File: src/rtl/matriz_scan_receptor.sv
// Scan-matrix receiver: watches a 5-column x 7-row multiplexed display scan
// and rebuilds the full frame. Columns are debounced by a stability counter.
// A small FSM (HUNT/ACQ/DONE) checks that the columns arrive in order 0..4.
// Each complete in-order scan is published on frame.
//
// Ports:
//   clk          system clock, rising edge
//   clr          synchronous active-high reset
//   m_col[4:0]   column strobe, one-hot active-high, all-zero = blanking
//   m_line[6:0]  row data for the strobed column (bit r = row r)
//   frame[34:0]  last complete frame, bit 5*r+c = row r, column c
//   frame_valid  one-cycle pulse when frame updates
//   frame_err    one-cycle pulse on a scan protocol violation
//   col_ok[4:0]  columns captured so far for the frame in progress
//   sync         high while in ACQ
module matriz_scan_receptor #(
  parameter int unsigned STABLE_CYC = 4,
  parameter bit          LINE_INV   = 1'b0
) (
  input  logic        clk,
  input  logic        clr,
  input  logic [4:0]  m_col,
  input  logic [6:0]  m_line,
  output logic [34:0] frame,
  output logic        frame_valid,
  output logic        frame_err,
  output logic [4:0]  col_ok,
  output logic        sync
);

  typedef enum logic [1:0] {StHunt, StAcq, StDone} state_e;

  localparam logic [7:0] StableMax = 8'(STABLE_CYC);

  state_e      state_q, state_d;
  logic [4:0]  s_col_q, prev_col_q;
  logic [6:0]  s_line_q;
  logic [7:0]  cnt_q, cnt_d;
  logic [2:0]  ptr_q, ptr_d;
  logic [34:0] shadow_q, shadow_d;
  logic [34:0] frame_q, frame_d;
  logic        frame_valid_q, frame_valid_d;
  logic        frame_err_q, frame_err_d;
  logic [4:0]  col_ok_q, col_ok_d;

  logic        accept;
  logic        one_hot;
  logic        multi_hot;
  logic [2:0]  col_idx;
  logic [6:0]  line_cap;
  logic        latch_col;

  // cnt_d is the number of consecutive cycles s_col_q has held its current
  // value, including this one; acceptance fires on the cycle it first hits
  // the threshold, so a long dwell is accepted only once.
  always_comb begin
    cnt_d = cnt_q;
    if (s_col_q != prev_col_q) begin
      cnt_d = 8'd1;
    end else if (cnt_q < StableMax) begin
      cnt_d = cnt_q + 8'd1;
    end
  end

  assign accept = (cnt_d == StableMax) && (cnt_q != StableMax);

  always_comb begin
    one_hot = 1'b0;
    col_idx = 3'd0;
    unique case (s_col_q)
      5'b00001: begin one_hot = 1'b1; col_idx = 3'd0; end
      5'b00010: begin one_hot = 1'b1; col_idx = 3'd1; end
      5'b00100: begin one_hot = 1'b1; col_idx = 3'd2; end
      5'b01000: begin one_hot = 1'b1; col_idx = 3'd3; end
      5'b10000: begin one_hot = 1'b1; col_idx = 3'd4; end
      default:  ;
    endcase
  end

  assign multi_hot = (s_col_q != 5'b00000) && !one_hot;
  assign line_cap  = LINE_INV ? ~s_line_q : s_line_q;

  always_comb begin
    state_d       = state_q;
    ptr_d         = ptr_q;
    col_ok_d      = col_ok_q;
    frame_d       = frame_q;
    frame_valid_d = 1'b0;
    frame_err_d   = 1'b0;
    latch_col     = 1'b0;

    case (state_q)
      StDone: begin
        frame_d       = shadow_q;
        frame_valid_d = 1'b1;
        col_ok_d      = 5'b00000;
        ptr_d         = 3'd0;
        state_d       = StAcq;
      end
      StHunt, StAcq: begin
        if (accept && multi_hot) begin
          frame_err_d = 1'b1;
          col_ok_d    = 5'b00000;
          ptr_d       = 3'd0;
          state_d     = StHunt;
        end else if (accept && one_hot) begin
          if (state_q == StHunt || ptr_q == 3'd0) begin
            // Looking for a frame start: anything but column 0 is ignored.
            if (col_idx == 3'd0) begin
              latch_col = 1'b1;
              col_ok_d  = 5'b00001;
              ptr_d     = 3'd1;
              state_d   = StAcq;
            end
          end else if (col_idx == ptr_q) begin
            latch_col         = 1'b1;
            col_ok_d[col_idx] = 1'b1;
            if (col_idx == 3'd4) begin
              state_d = StDone;
            end else begin
              ptr_d = ptr_q + 3'd1;
            end
          end else begin
            frame_err_d = 1'b1;
            if (col_idx == 3'd0) begin
              // Out-of-order column 0 is treated as the start of a new frame.
              latch_col = 1'b1;
              col_ok_d  = 5'b00001;
              ptr_d     = 3'd1;
              state_d   = StAcq;
            end else begin
              col_ok_d = 5'b00000;
              ptr_d    = 3'd0;
              state_d  = StHunt;
            end
          end
        end
      end
      default: begin
        col_ok_d = 5'b00000;
        ptr_d    = 3'd0;
        state_d  = StHunt;
      end
    endcase
  end

  always_comb begin
    shadow_d = shadow_q;
    if (latch_col) begin
      for (int unsigned r = 0; r < 7; r++) begin
        shadow_d[5 * r + 32'(col_idx)] = line_cap[r];
      end
    end
  end

  always_ff @(posedge clk) begin
    if (clr) begin
      state_q       <= StHunt;
      s_col_q       <= 5'b00000;
      prev_col_q    <= 5'b00000;
      s_line_q      <= 7'h00;
      cnt_q         <= 8'd0;
      ptr_q         <= 3'd0;
      shadow_q      <= 35'h0;
      frame_q       <= 35'h0;
      frame_valid_q <= 1'b0;
      frame_err_q   <= 1'b0;
      col_ok_q      <= 5'b00000;
    end else begin
      state_q       <= state_d;
      s_col_q       <= m_col;
      prev_col_q    <= s_col_q;
      s_line_q      <= m_line;
      cnt_q         <= cnt_d;
      ptr_q         <= ptr_d;
      shadow_q      <= shadow_d;
      frame_q       <= frame_d;
      frame_valid_q <= frame_valid_d;
      frame_err_q   <= frame_err_d;
      col_ok_q      <= col_ok_d;
    end
  end

  assign frame       = frame_q;
  assign frame_valid = frame_valid_q;
  assign frame_err   = frame_err_q;
  assign col_ok      = col_ok_q;
  assign sync        = (state_q == StAcq);

endmodule

File: config.mk
export PLATFORM = sky130hd
export DESIGN_NAME = matriz_scan_receptor
export DESIGN_NICKNAME = d
export VERILOG_FILES = /design/src/rtl/matriz_scan_receptor.sv
export SDC_FILE = /design/constraint.sdc
export NUM_CORES = 1
export LEC_CHECK = 0
export CAP_MARGIN = 10
export CORE_MARGIN = 3
export CORE_UTILIZATION = 43
export DETAILED_ROUTE_END_ITERATION = 12
export PLACE_DENSITY_LB_ADDON = 0.1
export SYNTH_ARGS = -nofsm -noshare
export SYNTH_HDL_FRONTEND = slang
export SYNTH_SLANG_ARGS = --single-unit
File: constraint.sdc
create_clock -name clk -period 4.7 [get_ports clk]
set_input_delay 0.94 -clock clk [delete_from_list [all_inputs] [get_ports clk]]
set_output_delay 0.94 -clock clk [all_outputs]
set_load 0.02 [all_outputs]
==> impl_results.md, run 1 <==
- Startpoint Class: flip-flop
- Crit-path slowest cell: nor4_2
- Synthesis-stage register bit count: between 100 and 150
- Final setup skew: 0.00640 ns
- RSZ-0062 raised after global routing: false
- Seq/Total Area, Yosys: between 30% and 40%
- Number of synthesized flops with an enable pin: 0
- Fmax: about 0.24 GHz
- GR Util met2: a little over two fifths
- DRT iter0 DRCs: roughly 860
- Setup TNS: 0 ns
- Clk network pwr share: a little over a third
- Post-detail-place hpwl: ~18 mm
- Post-CTS Resized: 0
- Top Usage Layer GRT: met2
- GR Layer Usage met1: 41.0%
- Pwr/cell area: 278 mW/mm²
- Type of the tightest min-delay check: flip-flop to flip-flop
- Grt met3 use: slightly below 5%
- Die span in x: between 100 and 150 µm
- Ports: 57
- GP Congestion: 1.03
- Async S/R FF share, synth: 0%
- DP Worst Slack: between 0.7 and 0.8 ns
- Total wire length: roughly 25 mm
- Comb pwr share: 22.0%
- Sw Pwr: ~0.74 mW
- Status: finished, final reports clean
- Die height: 133 µm
- Total core area: between 0.015 and 0.02 mm²
- Internal power: 1.43 mW
- Vias per std cell: ~6.5
- # DRC: 0
- Largest net degree at the start of global routing: 90
- Leakage: ~2.7 nW
- # diodes: 0
- Vias in the first global route: around 6700
- Net Sw Frac: between 30% and 40%
- All-layer global routing usage: 28.3%
- Main synth FF type: dfxtp_1
- Layout cell share with drive strength beyond 1: roughly 8.6%
- Post-Syn Nets: between 900 and 1000
- Synth top area share: 31.0%
- Peak supply drop: between 0.15 and 0.2 mV
- Worst-Margin Slew: roughly 1.1 ns
- Average size of a mapped cell: around 7.8 µm²
- Drt wl/cell: roughly 23 µm
- Layout net count: 934
- Yosys cell types: 88
- Post-CTS setup buffer count: 0
- Worst setup margin: about 0.49 ns
- Crit share post-route: 89.7%
- Endpoints failing setup: 0
- Total number of vias: a little over 7000
- Crit. End Element: flip-flop
- Antenna Nets Post-Route: 0
- CTS H-tree lvls: 3
- Site Rows: 45
- CTS root buf: clkbuf_16
- CTS tree: yes
- Top post-synthesis cells by count: 132 x nand2_1, 107 x dfxtp_1, 66 x a21oi_1
- Minimum clock period after layout: 4.21 ns
- Delay of the slowest critical-path stage: slightly below 0.8 ns
- Crit path cell chain: nor4_2, nand2_1, ha_1, inv_1, nor3_1, a41oi_1, a2bb2oi_1, a311oi_1
- Fin. max-slew vios: 0
- Crit path kind: flip-flop to flip-flop
- Global-route wire length before repair: between 30 and 40 mm
- Full die area: around 0.018 mm²
- CTS sink count: roughly 110
- IO buf count: 56
- Initial core utilization: about 45%
- Slew HR: approximately 25%
- Max Cap Violations: 0
- Synth Warn #: 0
- WP data arrival: between 4 and 5 ns
- Skew-Pair Late Insertion Delay: around 0.37 ns
- Synthesized area: around 0.0069 mm²
- Largest cells by area after synthesis: dfxtp_1 31%, nand2_1 7.2%, a21oi_1 4.8%, ha_1 4.0%, a31oi_1 3.2%
- Max FO, Critical Path: 14
- Synth area leader: dfxtp_1
- Drt pass-1 iters: 5
- Hold Fails Final Rpt: 0
- Overflow after GRT: 0
- Worst Path Required: between 4 and 5 ns
- Clock-pin slew on the worst setup and hold paths: 0.08 ns
- Reg power frac: ~43%
- Count leader, synth: nand2_1
- Total CTS buffers: 9
- Area Growth Syn to Fin: 13.0%
- Syn Inst Count: ~880
- CTS Buffer Depth: 2
- CTS Hold Buffers Added: 0
- Initial antenna violation count: 0
==> sequential cells by signal, indices dropped and copies added (netlist names) <==
register and count:
state_q 2, prev_col_q 5, frame 35, shadow_q 35, cnt_q 8, frame_valid 1
s_col_q 5, frame_err 1, col_ok 5, line_cap 7, ptr_q 3
==> layout by cell type, fill, tap and decap left out, types with 6 or more instances in the layout <==
cell | netlist | routed
o41ai_1 | 8 | 8
o211ai_1 | 7 | 7
and3_1 | 16 | 16
inv_1 | 21 | 21
nor3_1 | 27 | 27
nor2_1 | 46 | 46
o31ai_1 | 8 | 8
buf_4 | 5 | 23
nand4_1 | 16 | 16
nand3_1 | 42 | 42
a21oi_1 | 66 | 66
a311oi_1 | 12 | 12
dfxtp_1 | 107 | 107
clkdlybuf4s50_1 | 0 | 55
a31oi_1 | 35 | 35
mux2i_1 | 8 | 8
a211oi_1 | 10 | 10
nor2b_1 | 29 | 28
nand2_1 | 132 | 132
and2_1 | 8 | 8
xnor2_1 | 7 | 7
ha_1 | 22 | 22
clkbuf_16 | 0 | 9
nand2b_1 | 6 | 6
nor4_1 | 7 | 7
a311o_1 | 7 | 7
or3_1 | 6 | 6
a31o_2 | 9 | 9
o21ai_0 | 32 | 32
==> per-layer routing <==
layer	share of wire, %	wire length (µm)
met1	46	11800
met2	43	10900
met3	7.7	1960
met4	3.1	794
met5	0	0
==> critical path, delay by kind of cell, from the launching register on <==
kind	cells	cell delay, ns
fa+ha+maj	1	0.67
flops	1	0.53
buf+inv	1	0.26
compound gates	3	0.70
simple gates	3	1.95
==> metrics by stage <==
step	instances	power [mW]	hold WS, ns	area [µm²]	utilization (%)
final	1114	2.18	0.454	7810	50.5
after global routing	1114	2.25	0.472	7810	50.5
after CTS	1114	2.17	0.458	7810	50.5
after detailed placement	1098	1.41	0.446	7520	48.6
after global placement	1098	1.41	0.441	7520	48.6
after floorplan	884	1.27	0.429	6920	-
==> power groups by stage <==
stage | logic, mW | clock network, mW | registers (mW)
after global routing | 0.505 | 0.811 | 0.932
after detailed placement | 0.461 | 0 | 0.951
after CTS | 0.462 | 0.782 | 0.930
final | 0.479 | 0.766 | 0.931
after global placement | 0.462 | 0 | 0.952
after floorplan | 0.331 | 0 | 0.940
==> area by class of cell <==
type	instances	area, µm²
Fill cell	1537	7670
Multi-Input combinational cell	679	4300
Sequential cell	107	2140
Timing Repair Buffer	79	728
Tap cell	211	264
Clock buffer	10	239
Inverter	22	82.6
Clock inverter	6	55.1
==> logic make-up after synthesis <==
family	synth area share, %
mux	1.16
simple gates	27.1
compound gates	28.2
flops	31.0
fa+ha+maj	4.13
buf+inv	6.84
xor+xnor	1.54
==> worst paths after layout <==
check | from | to | cells after the start | slack (ns)
max | s_col_q[1] | shadow_q[14] | 8 | 0.49
min | frame[29] | frame[29] | 2 | 0.45
max reg2reg | s_col_q[1] | shadow_q[14] | 8 | 0.49
min reg2reg | frame[29] | frame[29] | 2 | 0.45
(Power assumes the default switching activity.)
==> inputs of run 2 (changes only) <==
--- a/config.mk
+++ b/config.mk
@@ -8,6 +8,7 @@
 export CAP_MARGIN = 10
 export CORE_MARGIN = 3
 export CORE_UTILIZATION = 43
+export CTS_CLUSTER_SIZE = 14
 export DETAILED_ROUTE_END_ITERATION = 12
 export PLACE_DENSITY_LB_ADDON = 0.1
 export SYNTH_ARGS = -nofsm -noshare
==> results of run 2 <==
No change in the layout: final DEF, timing and power equal those of run 1.
==> inputs of run 3 (changes only) <==
--- a/config.mk
+++ b/config.mk
@@ -7,8 +7,7 @@
 export LEC_CHECK = 0
 export CAP_MARGIN = 10
 export CORE_MARGIN = 3
-export CORE_UTILIZATION = 43
-export CTS_CLUSTER_SIZE = 14
+export CORE_UTILIZATION = 46
 export DETAILED_ROUTE_END_ITERATION = 12
 export PLACE_DENSITY_LB_ADDON = 0.1
 export SYNTH_ARGS = -nofsm -noshare
==> run 3 against run 2 <==
  * Clock skew about the same
  * First-iteration DRC count shrank 0.46%
  * Combinational power is 5.0% lower
  * Hold slack hardly changed
  * Cell count down 2.8%
  * Critical endpoint is now shadow_q[6]
  * Register-to-register slack gained 0.08 ns
==> impl_results.md, run 3 (same netlist as run 1, synthesis figures left out) <==
- R2R setup slack: roughly 0.57 ns
- Full die area: 0.0165 mm²
- Crit path cell chain: nor4_2, nand2_1, ha_1, or4b_4, o21ai_4, and2_1, a211oi_1, o311ai_0, o31ai_1
- GP Congestion: about 1.1
- Leakage: 2.64 nW
- Reg power frac: between 40% and 50%
- GR Util met2: approximately 44%
- Max FO, Critical Path: 21
- Top Usage Layer GRT: met2
- Net Sw Frac: roughly 34%
- Type of the tightest min-delay check: flip-flop to flip-flop
- Comb pwr share: 21.3%
- Crit path kind: flip-flop to flip-flop
- Endpoints failing setup: 0
- CTS Buffer Depth: 2
- Largest net degree at the start of global routing: 90
- Post-CTS Resized: 0
- Slew HR: between 30% and 40%
- Pwr/cell area: ~280 mW/mm²
- Total core area: 0.0146 mm²
- Total CTS buffers: 9
- Vias per std cell: 6.66
- Skew-Pair Late Insertion Delay: approximately 0.36 ns
- Finished Layout Cells: roughly 1100
- Total wire length: 24.4 mm
- Inst Count DP: roughly 1100
- RR Endpoint: shadow_q[6]
- Global-route wire length before repair: 37.9 mm
- Setup TNS: 0 ns
- Peak supply drop: between 0.2 and 0.3 mV
- Layout cell share with drive strength beyond 1: 8.23%
- CTS Hold Buffers Added: 0
- Ports: 57
- Hold Fails Final Rpt: 0
- Sw Pwr: slightly above 0.7 mW
- Site Rows: 44
- Drt pass-1 iters: 6
- # diodes: 0
- Die span in x: 129 µm
- Crit share post-route: between 80 and 90%
- WHS: ~0.45 ns
- Largest delay contributor family on the critical path: simple AND/OR/NAND/NOR gates
- GR Layer Usage met1: between 40% and 50%
- Antenna Nets Post-Route: 0
- Fin. max-slew vios: 0
- Grt met3 use: under 10%
- Vias in the first global route: 6418
- Fmax: 0.242 GHz
- Total Power: 2.14 mW
- Total number of vias: around 7200
- WP data arrival: ~4.3 ns
- Initial core utilization: between 40% and 50%
- Max Cap Violations: 0
- Post-detail-place hpwl: around 18 mm
- CTS sink count: about 110
- DRT iter0 DRCs: about 860
- CP Launch Point: s_col_q[3]
- Drt wl/cell: between 20 and 25 µm
- Final setup skew: 0.00671 ns
- R2r startpoint: s_col_q[3]
- RSZ-0062 raised after global routing: false
- Overflow after GRT: 0
- Layout net count: 931
- # DRC: 0
- CP Depth: 9
- CTS root buf: clkbuf_16
- Worst-Margin Slew: roughly 1 ns
- Worst setup endpoint: shadow_q[6]
- Internal power: ~1.4 mW
- Minimum clock period after layout: around 4.1 ns
- Area Growth Syn to Fin: 12.1%
- Commonest non-fill, non-tap cell in the layout: nand2_1
- Delay of the slowest critical-path stage: 0.76 ns
- IO buf count: 56
- Crit-path slowest cell: dfxtp_1
- Post-CTS setup buffer count: 0
- All-layer global routing usage: 29.2%
- WP buf/inv: 0
- Crit. End Element: flip-flop
- Die height: roughly 130 µm
- Clock-pin slew on the worst setup and hold paths: around 0.070 ns
- Cells on worst reg2reg path: 9
- Worst Path Required: 4.91 ns
- CTS tree: yes
- CTS H-tree lvls: 3
- Startpoint Class: flip-flop
- Status: finished, final reports clean
- Initial antenna violation count: 0
- Clk network pwr share: between 30% and 40%
- Commonest non-fill, non-tap cells in the layout: 132 x nand2_1, 107 x dfxtp_1, 66 x a21oi_1
[run 3: cell count changes in the layout (fill, tap and decap cells not counted)]
cell	delta
buf_4	-3
clkbuf_8	-1
clkinv_4	+1
clkinv_8	+1
clkinvlp_4	-1
inv_8	-1
[run 3: metrics by stage]
stage	cell area [µm²]	worst slack, ns	utilization (%)
global placement	7460	0.856	51.0
finish	7750	0.567	52.9
detailed placement	7460	0.672	51.0
global route	7750	0.345	52.9
floorplan	6920	1.18	-
CTS	7750	0.668	52.9
[run 3: worst reg2reg max path, stage by stage, from the launching register on]
cell and delay, ns:
dfxtp_1 0.76, nor4_2 0.19, nand2_1 0.30, ha_1 0.72, or4b_4 0.61, o21ai_4 0.40, and2_1 0.36, a211oi_1 0.12
o311ai_0 0.35, o31ai_1 0.15
[run 3: power by group through the flow]
stage / clock, mW / combinational (mW) / sequential (mW)
finish: 0.741 / 0.455 / 0.942
global route: 0.789 / 0.482 / 0.943
CTS: 0.760 / 0.439 / 0.941
detailed placement: 0 / 0.438 / 0.962
global placement: 0 / 0.438 / 0.962
floorplan: 0 / 0.331 / 0.940
[run 3: metal layers]
| layer | vias up | share of wire [%] |
|---|---|---|
| li1 | 3317 | - |
| met1 | 3428 | 46 |
| met2 | 411 | 43 |
| met3 | 52 | 8.2 |
| met4 | 2 | 2.4 |
| met5 | - | 0.21 |
[run 3: how the worst min path moves through the flow]
stage	startpoint	to	slack, ns	depth (start not counted)
after floorplan	shadow_q[2]	frame[2]	0.43	2
after global placement	shadow_q[17]	frame[17]	0.44	2
after detailed placement	frame[28]	frame[28]	0.45	2
after CTS	shadow_q[26]	frame[26]	0.45	2
after global routing	shadow_q[27]	frame[27]	0.47	2
final	shadow_q[17]	frame[17]	0.45	2
[run 3: layout make-up]
class	instances	area, µm²
Sequential cell	107	2140
Clock buffer	9	225
Inverter	22	82.6
Tap cell	184	230
Clock inverter	6	61.3
Multi-Input combinational cell	679	4300
Fill cell	1409	6890
Timing Repair Buffer	76	706
